[config.mk]
export PLATFORM = sky130hd
export DESIGN_NAME = interconnect_four_data_to_sfft
export DESIGN_NICKNAME = d
export VERILOG_FILES = /design/src/rtl/interconnect_four_data_to_sfft_pkg.sv /design/src/rtl/interconnect_four_data_to_sfft_quarter_buffer_rx.sv /design/src/rtl/interconnect_four_data_to_sfft.sv
export SDC_FILE = /design/constraint.sdc
export NUM_CORES = 1
export LEC_CHECK = 0
export ABC_AREA = 1
export CORE_UTILIZATION = 50
export CTS_CLUSTER_SIZE = 24
export DETAILED_ROUTE_END_ITERATION = 10
export DONT_BUFFER_PORTS = 1
export PLACE_DENSITY = 0.66
export SETUP_SLACK_MARGIN = 0.05
export SLEW_MARGIN = 20
export SYNTH_ARGS = -nofsm -noshare
export SYNTH_HDL_FRONTEND = slang
export SYNTH_SLANG_ARGS = --single-unit
[constraint.sdc]
create_clock -name clk -period 3.3 [get_ports clk]
set_clock_uncertainty 0.1 [all_clocks]
set_input_delay 0.66 -clock clk [delete_from_list [all_inputs] [get_ports clk]]
set_output_delay 0.66 -clock clk [all_outputs]
set_load 0.03 [all_outputs]
[src/rtl/interconnect_four_data_to_sfft_pkg.sv]
// Shared constants and state encodings for the four-quarter to serial FFT merge stage.
package interconnect_four_data_to_sfft_pkg;

  localparam int DEFAULT_SIZE_BUFFER   = 4;
  localparam int DEFAULT_DATA_FFT_SIZE = 16;
  localparam int NFFT    = 1 << DEFAULT_SIZE_BUFFER;
  localparam int QUARTER = NFFT / 4;

  typedef enum logic [1:0] {
    EMPTY   = 2'b00,
    FILLING = 2'b01,
    FULL    = 2'b10
  } rx_state_t;

  typedef enum logic {
    IDLE = 1'b0,
    SEND = 1'b1
  } out_state_t;

  // Index width inside one quarter; kept at least 1 bit so a depth-1 quarter still has a port.
  function automatic int quarter_idx_width(input int size_buffer);
    return (size_buffer > 2) ? size_buffer - 2 : 1;
  endfunction

endpackage

[src/rtl/interconnect_four_data_to_sfft_quarter_buffer_rx.sv]
// One quarter-band receive buffer: I/Q storage, write counter and EMPTY/FILLING/FULL handshake FSM.
module quarter_buffer_rx
  import interconnect_four_data_to_sfft_pkg::*;
#(
  parameter int SIZE_BUFFER   = DEFAULT_SIZE_BUFFER,
  parameter int DATA_FFT_SIZE = DEFAULT_DATA_FFT_SIZE,
  localparam int IW    = quarter_idx_width(SIZE_BUFFER),
  localparam int DEPTH = (1 << SIZE_BUFFER) / 4
) (
  input  logic                     clk,
  input  logic                     reset,
  input  logic                     complete_data,
  input  logic [DATA_FFT_SIZE-1:0] data_i,
  input  logic [DATA_FFT_SIZE-1:0] data_q,
  output logic                     ready,
  output logic                     full,
  input  logic [IW-1:0]            rd_idx,
  output logic [DATA_FFT_SIZE-1:0] rd_data_i,
  output logic [DATA_FFT_SIZE-1:0] rd_data_q,
  input  logic                     release_quarter
);

  rx_state_t state;
  logic [IW-1:0] wr_cnt;
  logic [DATA_FFT_SIZE-1:0] mem_i [DEPTH];
  logic [DATA_FFT_SIZE-1:0] mem_q [DEPTH];
  logic wr_en;
  logic wr_last;

  // Ready is held low while reset is asserted even though the state already reads EMPTY.
  assign ready   = reset & (state != FULL);
  assign full    = (state == FULL);
  assign wr_en   = complete_data & ready;
  assign wr_last = (wr_cnt == IW'(DEPTH - 1));

  always_ff @(posedge clk or negedge reset) begin
    if (!reset) begin
      state  <= EMPTY;
      wr_cnt <= '0;
    end else begin
      case (state)
        EMPTY, FILLING: begin
          if (wr_en) begin
            if (wr_last) begin
              state  <= FULL;
              wr_cnt <= '0;
            end else begin
              state  <= FILLING;
              wr_cnt <= wr_cnt + 1'b1;
            end
          end
        end
        FULL: begin
          if (release_quarter) state <= EMPTY;
        end
        default: state <= EMPTY;
      endcase
    end
  end

  // Storage has no reset so it maps onto plain RAM; stale contents are never read before a refill.
  always_ff @(posedge clk) begin
    if (wr_en) begin
      mem_i[wr_cnt] <= data_i;
      mem_q[wr_cnt] <= data_q;
    end
  end

  assign rd_data_i = mem_i[rd_idx];
  assign rd_data_q = mem_q[rd_idx];

endmodule

[src/rtl/interconnect_four_data_to_sfft.sv]
// Merges four quarter-band buffers into one serial NFFT-sample frame, quarter0 first.
module interconnect_four_data_to_sfft
  import interconnect_four_data_to_sfft_pkg::*;
#(
  parameter int SIZE_BUFFER   = DEFAULT_SIZE_BUFFER,
  parameter int DATA_FFT_SIZE = DEFAULT_DATA_FFT_SIZE
) (
  input  logic                     clk,
  input  logic                     reset,
  input  logic                     complete_data0,
  input  logic                     complete_data1,
  input  logic                     complete_data2,
  input  logic                     complete_data3,
  input  logic [DATA_FFT_SIZE-1:0] data_in0_i,
  input  logic [DATA_FFT_SIZE-1:0] data_in1_i,
  input  logic [DATA_FFT_SIZE-1:0] data_in2_i,
  input  logic [DATA_FFT_SIZE-1:0] data_in3_i,
  input  logic [DATA_FFT_SIZE-1:0] data_in0_q,
  input  logic [DATA_FFT_SIZE-1:0] data_in1_q,
  input  logic [DATA_FFT_SIZE-1:0] data_in2_q,
  input  logic [DATA_FFT_SIZE-1:0] data_in3_q,
  output logic                     flag_ready_recive_data0,
  output logic                     flag_ready_recive_data1,
  output logic                     flag_ready_recive_data2,
  output logic                     flag_ready_recive_data3,
  input  logic                     flag_ready_fft,
  output logic                     fft_valid,
  output logic [DATA_FFT_SIZE-1:0] data_to_fft_i,
  output logic [DATA_FFT_SIZE-1:0] data_to_fft_q,
  output logic                     frame_start,
  output logic                     busy
);

  localparam int IW        = quarter_idx_width(SIZE_BUFFER);
  localparam int DEPTH     = (1 << SIZE_BUFFER) / 4;
  localparam int FRAME_LEN = 1 << SIZE_BUFFER;

  out_state_t out_state;
  logic [SIZE_BUFFER-1:0] rd_cnt;
  logic [1:0] rd_q;
  logic [IW-1:0] rd_idx;
  logic accept;
  logic q_last;

  logic [3:0] valid_vec;
  logic [3:0] ready_vec;
  logic [3:0] full_vec;
  logic [3:0] release_vec;
  logic [DATA_FFT_SIZE-1:0] din_i [4];
  logic [DATA_FFT_SIZE-1:0] din_q [4];
  logic [DATA_FFT_SIZE-1:0] rdat_i [4];
  logic [DATA_FFT_SIZE-1:0] rdat_q [4];

  assign valid_vec = {complete_data3, complete_data2, complete_data1, complete_data0};
  assign din_i[0] = data_in0_i;
  assign din_i[1] = data_in1_i;
  assign din_i[2] = data_in2_i;
  assign din_i[3] = data_in3_i;
  assign din_q[0] = data_in0_q;
  assign din_q[1] = data_in1_q;
  assign din_q[2] = data_in2_q;
  assign din_q[3] = data_in3_q;

  assign flag_ready_recive_data0 = ready_vec[0];
  assign flag_ready_recive_data1 = ready_vec[1];
  assign flag_ready_recive_data2 = ready_vec[2];
  assign flag_ready_recive_data3 = ready_vec[3];

  // The read counter is {quarter, index}; masking keeps the index at zero for depth-1 quarters.
  assign rd_q   = rd_cnt[SIZE_BUFFER-1 -: 2];
  assign rd_idx = IW'(rd_cnt) & IW'(DEPTH - 1);
  assign q_last = (rd_idx == IW'(DEPTH - 1));
  assign accept = fft_valid & flag_ready_fft;

  for (genvar k = 0; k < 4; k++) begin : g_quarter
    assign release_vec[k] = accept & q_last & (rd_q == 2'(k));

    quarter_buffer_rx #(
      .SIZE_BUFFER  (SIZE_BUFFER),
      .DATA_FFT_SIZE(DATA_FFT_SIZE)
    ) u_quarter (
      .clk            (clk),
      .reset          (reset),
      .complete_data  (valid_vec[k]),
      .data_i         (din_i[k]),
      .data_q         (din_q[k]),
      .ready          (ready_vec[k]),
      .full           (full_vec[k]),
      .rd_idx         (rd_idx),
      .rd_data_i      (rdat_i[k]),
      .rd_data_q      (rdat_q[k]),
      .release_quarter(release_vec[k])
    );
  end

  // Leaving SEND always passes through IDLE, which guarantees a gap cycle between frames.
  always_ff @(posedge clk or negedge reset) begin
    if (!reset) begin
      out_state <= IDLE;
      rd_cnt    <= '0;
    end else begin
      case (out_state)
        IDLE: begin
          if (&full_vec) out_state <= SEND;
        end
        SEND: begin
          if (flag_ready_fft) begin
            if (rd_cnt == SIZE_BUFFER'(FRAME_LEN - 1)) begin
              rd_cnt    <= '0;
              out_state <= IDLE;
            end else begin
              rd_cnt <= rd_cnt + 1'b1;
            end
          end
        end
        default: out_state <= IDLE;
      endcase
    end
  end

  assign fft_valid   = (out_state == SEND);
  assign busy        = (out_state != IDLE);
  assign frame_start = fft_valid & (rd_cnt == '0);

  always_comb begin
    data_to_fft_i = '0;
    data_to_fft_q = '0;
    if (fft_valid) begin
      data_to_fft_i = rdat_i[rd_q];
      data_to_fft_q = rdat_q[rd_q];
    end
  end

endmodule

==> summary.txt, run 1 <==
Status
  – Status: finished with violations
  – Failing checks: DRC

Clocking
  – CTS sink count: ~530
  – Clock tree buffer depth: 3
  – TritonCTS clock tree: yes
  – Worst-path clk slew: around 70 ps
  – H-tree Lvls: 2
  – Clock Latency Late Sink: 600 ps
  – Root Driver: clkbuf_16
  – Total CTS buffers: 54

Synth
  – Area contributors post-synth: edfxtp_1, nand2_1, inv_1, nand3_1, dfrtp_1
  – Yosys top cell area share: about 64%
  – Syn avg cell area: 9.75 sq um
  – Synth cell types: 20
  – Flops & latches, synth: between 500 and 600
  – Synth Cell Area: about 24000 sq um
  – Synth area leader: edfxtp_1
  – Syn_nets: around 2600
  – YS warnings: 0
  – Synthesized instance count: 2456
  – Post-synthesis sequential area ratio: 66.4%

Timing
  – Period utilization: between 90% and 100%
  – FMAX: ~0.31 GHz
  – Final number of hold-violating endpoints: 0
  – Final setup violation count: 0
  – Final Max Tran Viols: 0
  – Final min period: 3220 ps
  – Slew HR: approximately a third
  – Worst-margin pin slew: between 900 and 1000 ps
  – RSZ-0062 raised after global routing: true

Finish
  – Area of the multi-input gates: approximately 5400 sq um
  – Fin area: approximately 27000 sq um
  – Final #Nets: around 2700
  – Fraction of layout cells with a size suffix above 1: 8.70%
  – Filler cell count: about 3700
  – Util after Layout: between 50% and 60%
  – Area taken by flip-flops and latches: between 15000 and 20000 sq um
  – Synth-to-Final Area Change: 14.3%

Routing
  – DRT Wirelength: 63.9 mm
  – Final ANT Viol Nets: 0
  – Drt pass-1 iters: 9
  – Routed length per instance: 20.2 um
  – Drc violations: 8
  – Iteration-0 DRC Markers: 1448
  – Vias post-DR: roughly 16000
  – Via density: approximately 5.1

Floorplan
  – # IOs: approximately 170
  – DIE AREA: ~50000 sq um
  – Die Wd: approximately 220 um
  – Die height: approximately 220 um
  – Starting Density: between 50% and 60%
  – Core area: 47000 sq um
  – Row count: 79

Global route
  – GR Util met2: about two fifths
  – First-pass GRT wire length: roughly 91 mm
  – Busiest grt layer: met2
  – Number of global-route vias before repair: ~15000
  – Met3 GRT Util: 7.69%
  – Met1 GRT Util: 30.1%
  – Total grt overflow: 0
  – Global-route total usage across every layer: around a quarter
  – Initial antenna violation count: 5
  – Largest net degree at the start of global routing: between 100 and 150

Flow run
  – Max-Cap Viols: 0

Worst hold path
  – Hold Crit Class: in2reg
  – HP Start: data_in1_q[11]

Critical path
  – Crit path kind: reg2out
  – Critical Path End Type: output pin
  – Crit path DAT: 2460 ps
  – Worst setup SP type: flop
  – CP required: about 2500 ps
  – R2R Path Start: rd_cnt[1]
  – CP max FO: 25
  – Reg2reg setup slack: around 1100 ps
  – Setup crit start: rd_cnt[0]

Power and ir drop
  – Power per cell area: between 700 and 800 nW/um^2
  – Maximum VDD drop: about 540 uV
  – Lkg Pwr: approximately 0.013 uW

Place
  – GP Congestion: just over 0.8
  – Final HPWL DP: ~39 mm
  – PortBufs: 0
  – Post-DP Area: ~25000 sq um
-- registers in the layout (all words and copies together) (netlist names) --
signal / flops
g_quarter.u_quarter.wr_cnt: 8
rd_cnt: 4
g_quarter.u_quarter.mem_q: 256
g_quarter.u_quarter.mem_i: 256
busy: 1
g_quarter.u_quarter.state: 8
-- kinds of logic (layout without fill, tap and decap cells) --
kind of cell | Yosys count | after routing | synth area share (%)
and+or+nand+nor | 1209 | 1209 | 20.3
buffers and inverters | 667 | 763 | 11.7
DFF | 533 | 533 | 66.4
AOI/OAI and AO/OA | 28 | 28 | 0.627
adders and majority gates | 18 | 18 | 0.940
xor gates and xnor gates | 1 | 1 | 0.0366
other | 0 | 8 | 0
-- worst max-delay path: stages (launching register included) --
cell and delay (ps):
dfrtp_4 530, buf_12 170, buf_4 160, clkbuf_16 210, nand2_1 90, nand3_1 80, nand2_1 80, nand2_1 60
nand2_1 120, nor2_1 70, nor2_2 290
-- report_power, final --
group          switching [uW]  internal (uW)  leakage [uW]
clock                    2520           3600      0.000850
sequential                219           8260       0.00489
combinational            4280           2020       0.00682
total                    7020          13900        0.0126
-- routing by layer --
metal / part of all wire, % / wire [um] / vias to the layer above
li1: - / - / 7731
met1: 37 / 23700 / 7737
met2: 48 / 30400 / 687
met3: 11 / 6950 / 128
met4: 4.4 / 2800 / 0
met5: 0 / 0 / -
-- Yosys cell counts --
library cell    n
clkinv_2        1
a21oi_1        14
ha_1           18
buf_1           7
dfrtp_1        21
inv_1         562
nand3_1       267
nor2_1         90
inv_6           1
buf_4          10
clkinv_1        1
nor2_2          1
a22oi_1         4
o21ai_0        10
clkbuf_1       14
edfxtp_1      512
buf_2          45
nand2_1       851
buf_6          26
xor2_1          1
-- area by class of cell --
| class | instances | area share (%) |
|---|---|---|
| diodes | 8 | 0.0731 |
| repair buffers | 100 | 4.89 |
| clock buffers | 68 | 5.21 |
| well taps | 607 | 2.77 |
| flip-flops and latches | 533 | 58.1 |
| inverters | 565 | 7.89 |
| repair inverters | 2 | 0.0823 |
| multi-input cells | 1256 | 19.8 |
| clock inverters | 28 | 1.21 |
-- stage by stage --
stage	total power [uW]	hold WS (ps)	instances	setup slack (ps)	TNS, ps
5_1_grt	21900	23.1	3167	-4.75	-5.96
6_report	20900	49.2	3167	76.1	0
3_3_place_gp	13900	265	3034	527	0
4_1_cts	20200	17.8	3132	-32.2	-64.3
2_1_floorplan	12300	264	2456	557	0
3_5_place_dp	14000	265	3034	517	0
-- path summary, 6_finish.rpt --
check	to	cells past startpoint
max	data_to_fft_i[9]	10
min	g_quarter[1].u_quarter.mem_q[2][11]	0
max reg2reg	g_quarter[1].u_quarter.state[1]	8
min reg2reg	g_quarter[0].u_quarter.state[1]	1
max in group asynchronous	rd_cnt[1]	1
min in group asynchronous	busy	1
-- placed cells by master (no fill, tap or decap), types with 9 or more instances in the layout --
cell type and instances:
buf_4 57, nor2_1 66, ha_1 18, edfxtp_1 512
a21oi_1 14, inv_1 562, nand2_1 836, clkbuf_1 13
buf_12 14, nand3_1 267, o21ai_0 10, dfrtp_1 19
nor2_4 10, clkbuf_16 65, nor2_2 15, buf_16 9
nand2_2 15
-- timing repair --
item                                   CTS  global route
setup endpoints to repair               31            32
hold buffers                             1             0
pin swaps                                0             4
cloned                                   1            16
endpoints found under the hold margin   21             0
buffers inserted                         0            11
resized for setup                        9            44
(Power assumes the default switching activity.)
==> inputs of run 2 (changes only) <==
CORE_MARGIN = 2   (was default)
==> summary.txt, run 2 (same netlist as run 1, synthesis figures left out) <==
Place
  – Post-DP Area: 24800 sq um (was 24900 sq um)
  – Final HPWL DP: 38.2 mm (was 38.6 mm)
  – PortBufs: 0 (unchanged)
  – DP Worst Slack: 534 ps (was 517 ps)
  – GP Congestion: 0.807 (was 0.809)

Routing
  – Drc violations: 0 (was 8)
  – Drt pass-1 iters: 6 (was 9)
  – Routed length per instance: 20.4 um (was 20.2 um)
  – Vias post-DR: 16200 (was 16300)
  – Via density: 5.12 (was 5.14)
  – Final ANT Viol Nets: 0 (unchanged)
  – DRT Wirelength: 64.5 mm (was 63.9 mm)
  – Iteration-0 DRC Markers: 1544 (was 1448)

Timing
  – Final Max Tran Viols: 0 (unchanged)
  – RSZ-0062 raised after global routing: true (unchanged)
  – Final setup violation count: 0 (unchanged)
  – FMAX: 0.314 GHz (was 0.310 GHz)
  – Final number of hold-violating endpoints: 0 (unchanged)
  – PnR worst setup slack: 110 ps (was 76.1 ps)
  – Final min period: 3190 ps (was 3220 ps)
  – Slew HR: 35.7% (was 34.3%)
  – Final setup TNS: 0 ps (unchanged)
  – Final Hold Slack: 46.7 ps (was 49.2 ps)
  – Period utilization: 96.7% (was 97.7%)
  – Worst-margin pin slew: 962 ps (was 984 ps)

Power and ir drop
  – Power per cell area: 756 nW/um^2 (was 764 nW/um^2)
  – Maximum VDD drop: 519 uV (was 541 uV)
  – Lkg Pwr: 0.0125 uW (was 0.0126 uW)
  – Power, Total: 20500 uW (was 20900 uW)

Critical path
  – R2R Path Start: rd_cnt[1] (unchanged)
  – Crit path DAT: 2430 ps (was 2460 ps)
  – Worst setup SP type: flop (unchanged)
  – CP required: 2540 ps (about the same)
  – Crit path kind: reg2out (unchanged)
  – Critical Path End Type: output pin (unchanged)
  – Setup crit start: rd_cnt[0] (unchanged)
  – CP max FO: 16 (was 25)
  – Reg2Reg Depth: 8 (unchanged)

Clocking
  – TritonCTS clock tree: yes (unchanged)
  – CTS sink count: 533 (unchanged)
  – Clock Latency Late Sink: 600 ps (about the same)
  – Worst-path clk slew: 60 ps (was 70 ps)
  – Total CTS buffers: 54 (unchanged)
  – H-tree Lvls: 2 (unchanged)
  – Clock tree buffer depth: 3 (unchanged)
  – Root Driver: clkbuf_16 (unchanged)

Global route
  – Number of global-route vias before repair: 15300 (was 15200)
  – Largest net degree at the start of global routing: 66 (was 113)
  – Initial antenna violation count: 2 (was 5)
  – Global-route total usage across every layer: 25.3% (was 25.0%)
  – Total grt overflow: 0 (unchanged)
  – First-pass GRT wire length: 92.7 mm (was 90.6 mm)

Finish
  – Final #Nets: 2659 (was 2665)
  – Fin area: 27100 sq um (was 27400 sq um)
  – Commonest non-fill, non-tap cells in the layout: nand2_1, inv_1, edfxtp_1, nand3_1, nor2_1 (unchanged)
  – Fraction of layout cells with a size suffix above 1: 7.74% (was 8.70%)
  – Synth-to-Final Area Change: 13.2% (was 14.3%)
  – Top Registers: g_quarter.u_quarter.mem_i x256, g_quarter.u_quarter.mem_q x256 (unchanged)
  – Commonest non-fill, non-tap cell in the layout: nand2_1 (unchanged)

Floorplan
  – Die Wd: 223 um (was 221 um)
  – # IOs: 174 (unchanged)
  – Die height: 223 um (was 221 um)
  – Starting Density: 50.4% (was 51.0%)
  – Row count: 80 (was 79)
  – Core area: 47500 sq um (was 47000 sq um)
  – DIE AREA: 49700 sq um (was 48800 sq um)

Flow run
  – Max-Cap Viols: 0 (unchanged)

Worst hold path
  – HP Start: data_in0_q[5] (was data_in1_q[11])
  – Hold Crit Class: in2reg (unchanged)
  – WHS Path Cells: 0 (unchanged)

Status
  – Status: complete, no violations (was finished with violations)
## run 2: cell types whose count changed in the layout (fill, tap and decap cells not counted), moves of 3 or more
cell       delta
clkinv_1     +10
buf_12        -7
buf_16        +7
buf_6         -7
diode_2       -7
nand2_1       +7
nand2_2       -7
nor2_1        +5
nor2_4        -5
buf_4         +4
bufinv_16     -4
clkbuf_1      -4
inv_8         -3
## run 2: routing by layer
layer | vias up | global-route usage [%] | routed length, um
met3 | 117 | 7.12 | 6390
met1 | 7737 | 32.6 | 24900
met5 | - | 0 | 0
li1 | 7707 | - | -
met2 | 604 | 40.4 | 30500
met4 | 0 | 10.6 | 2680
## run 2: path summary, 6_finish.rpt
| kind | to | slack (ps) |
|---|---|---|
| setup / recovery | data_to_fft_q[11] | 110 |
| hold reg to reg | g_quarter[1].u_quarter.state[1] | 390 |
| min in group asynchronous | g_quarter[2].u_quarter.state[1] | 560 |
| max in group asynchronous | rd_cnt[1] | 1840 |
| setup reg to reg | g_quarter[2].u_quarter.state[1] | 1160 |
| hold / removal | g_quarter[0].u_quarter.mem_q[1][5] | 50 |
## run 2: critical path: stages, from the launching register on
cell and delay [ps]:
dfrtp_4 490, buf_12 180, inv_16 130, buf_16 170, nand2_1 60, nand3_1 70
nand2_1 120, nand2_1 120, nand2_1 110, nor2_1 120, nor2_1 60, buf_4 190
## run 2: what timing repair did
item	4_1_cts	5_1_grt
hold endpoints to repair	21	0
pin swaps	0	1
gates resized for setup	18	29
endpoints found under the setup margin	32	32
hold buffers	1	0
gates cloned	9	9
buffers inserted	3	2
## run 2: cell type report
cell class	count	area (sq um)
well taps	615	769
multi-input cells	1256	5350
fillers	3921	20400
clock buffers	64	1410
diodes	1	2.50
flip-flops and latches	533	15900
inverters	565	2170
repair inverters	1	16.3
repair buffers	95	1280
clock inverters	30	219
## run 2: through the flow
stage / util (%) / cells
finish: 57.1 / 3160
floorplan: - / 2456
detailed placement: 52.2 / 3041
global placement: 52.2 / 3041
CTS: 56.4 / 3148
global route: 57.1 / 3159
## run 2: power breakdown
part | switching [uW] | internal [uW]
combinational | 4320 | 1970
clock | 2480 | 3250
sequential | 220 | 8260
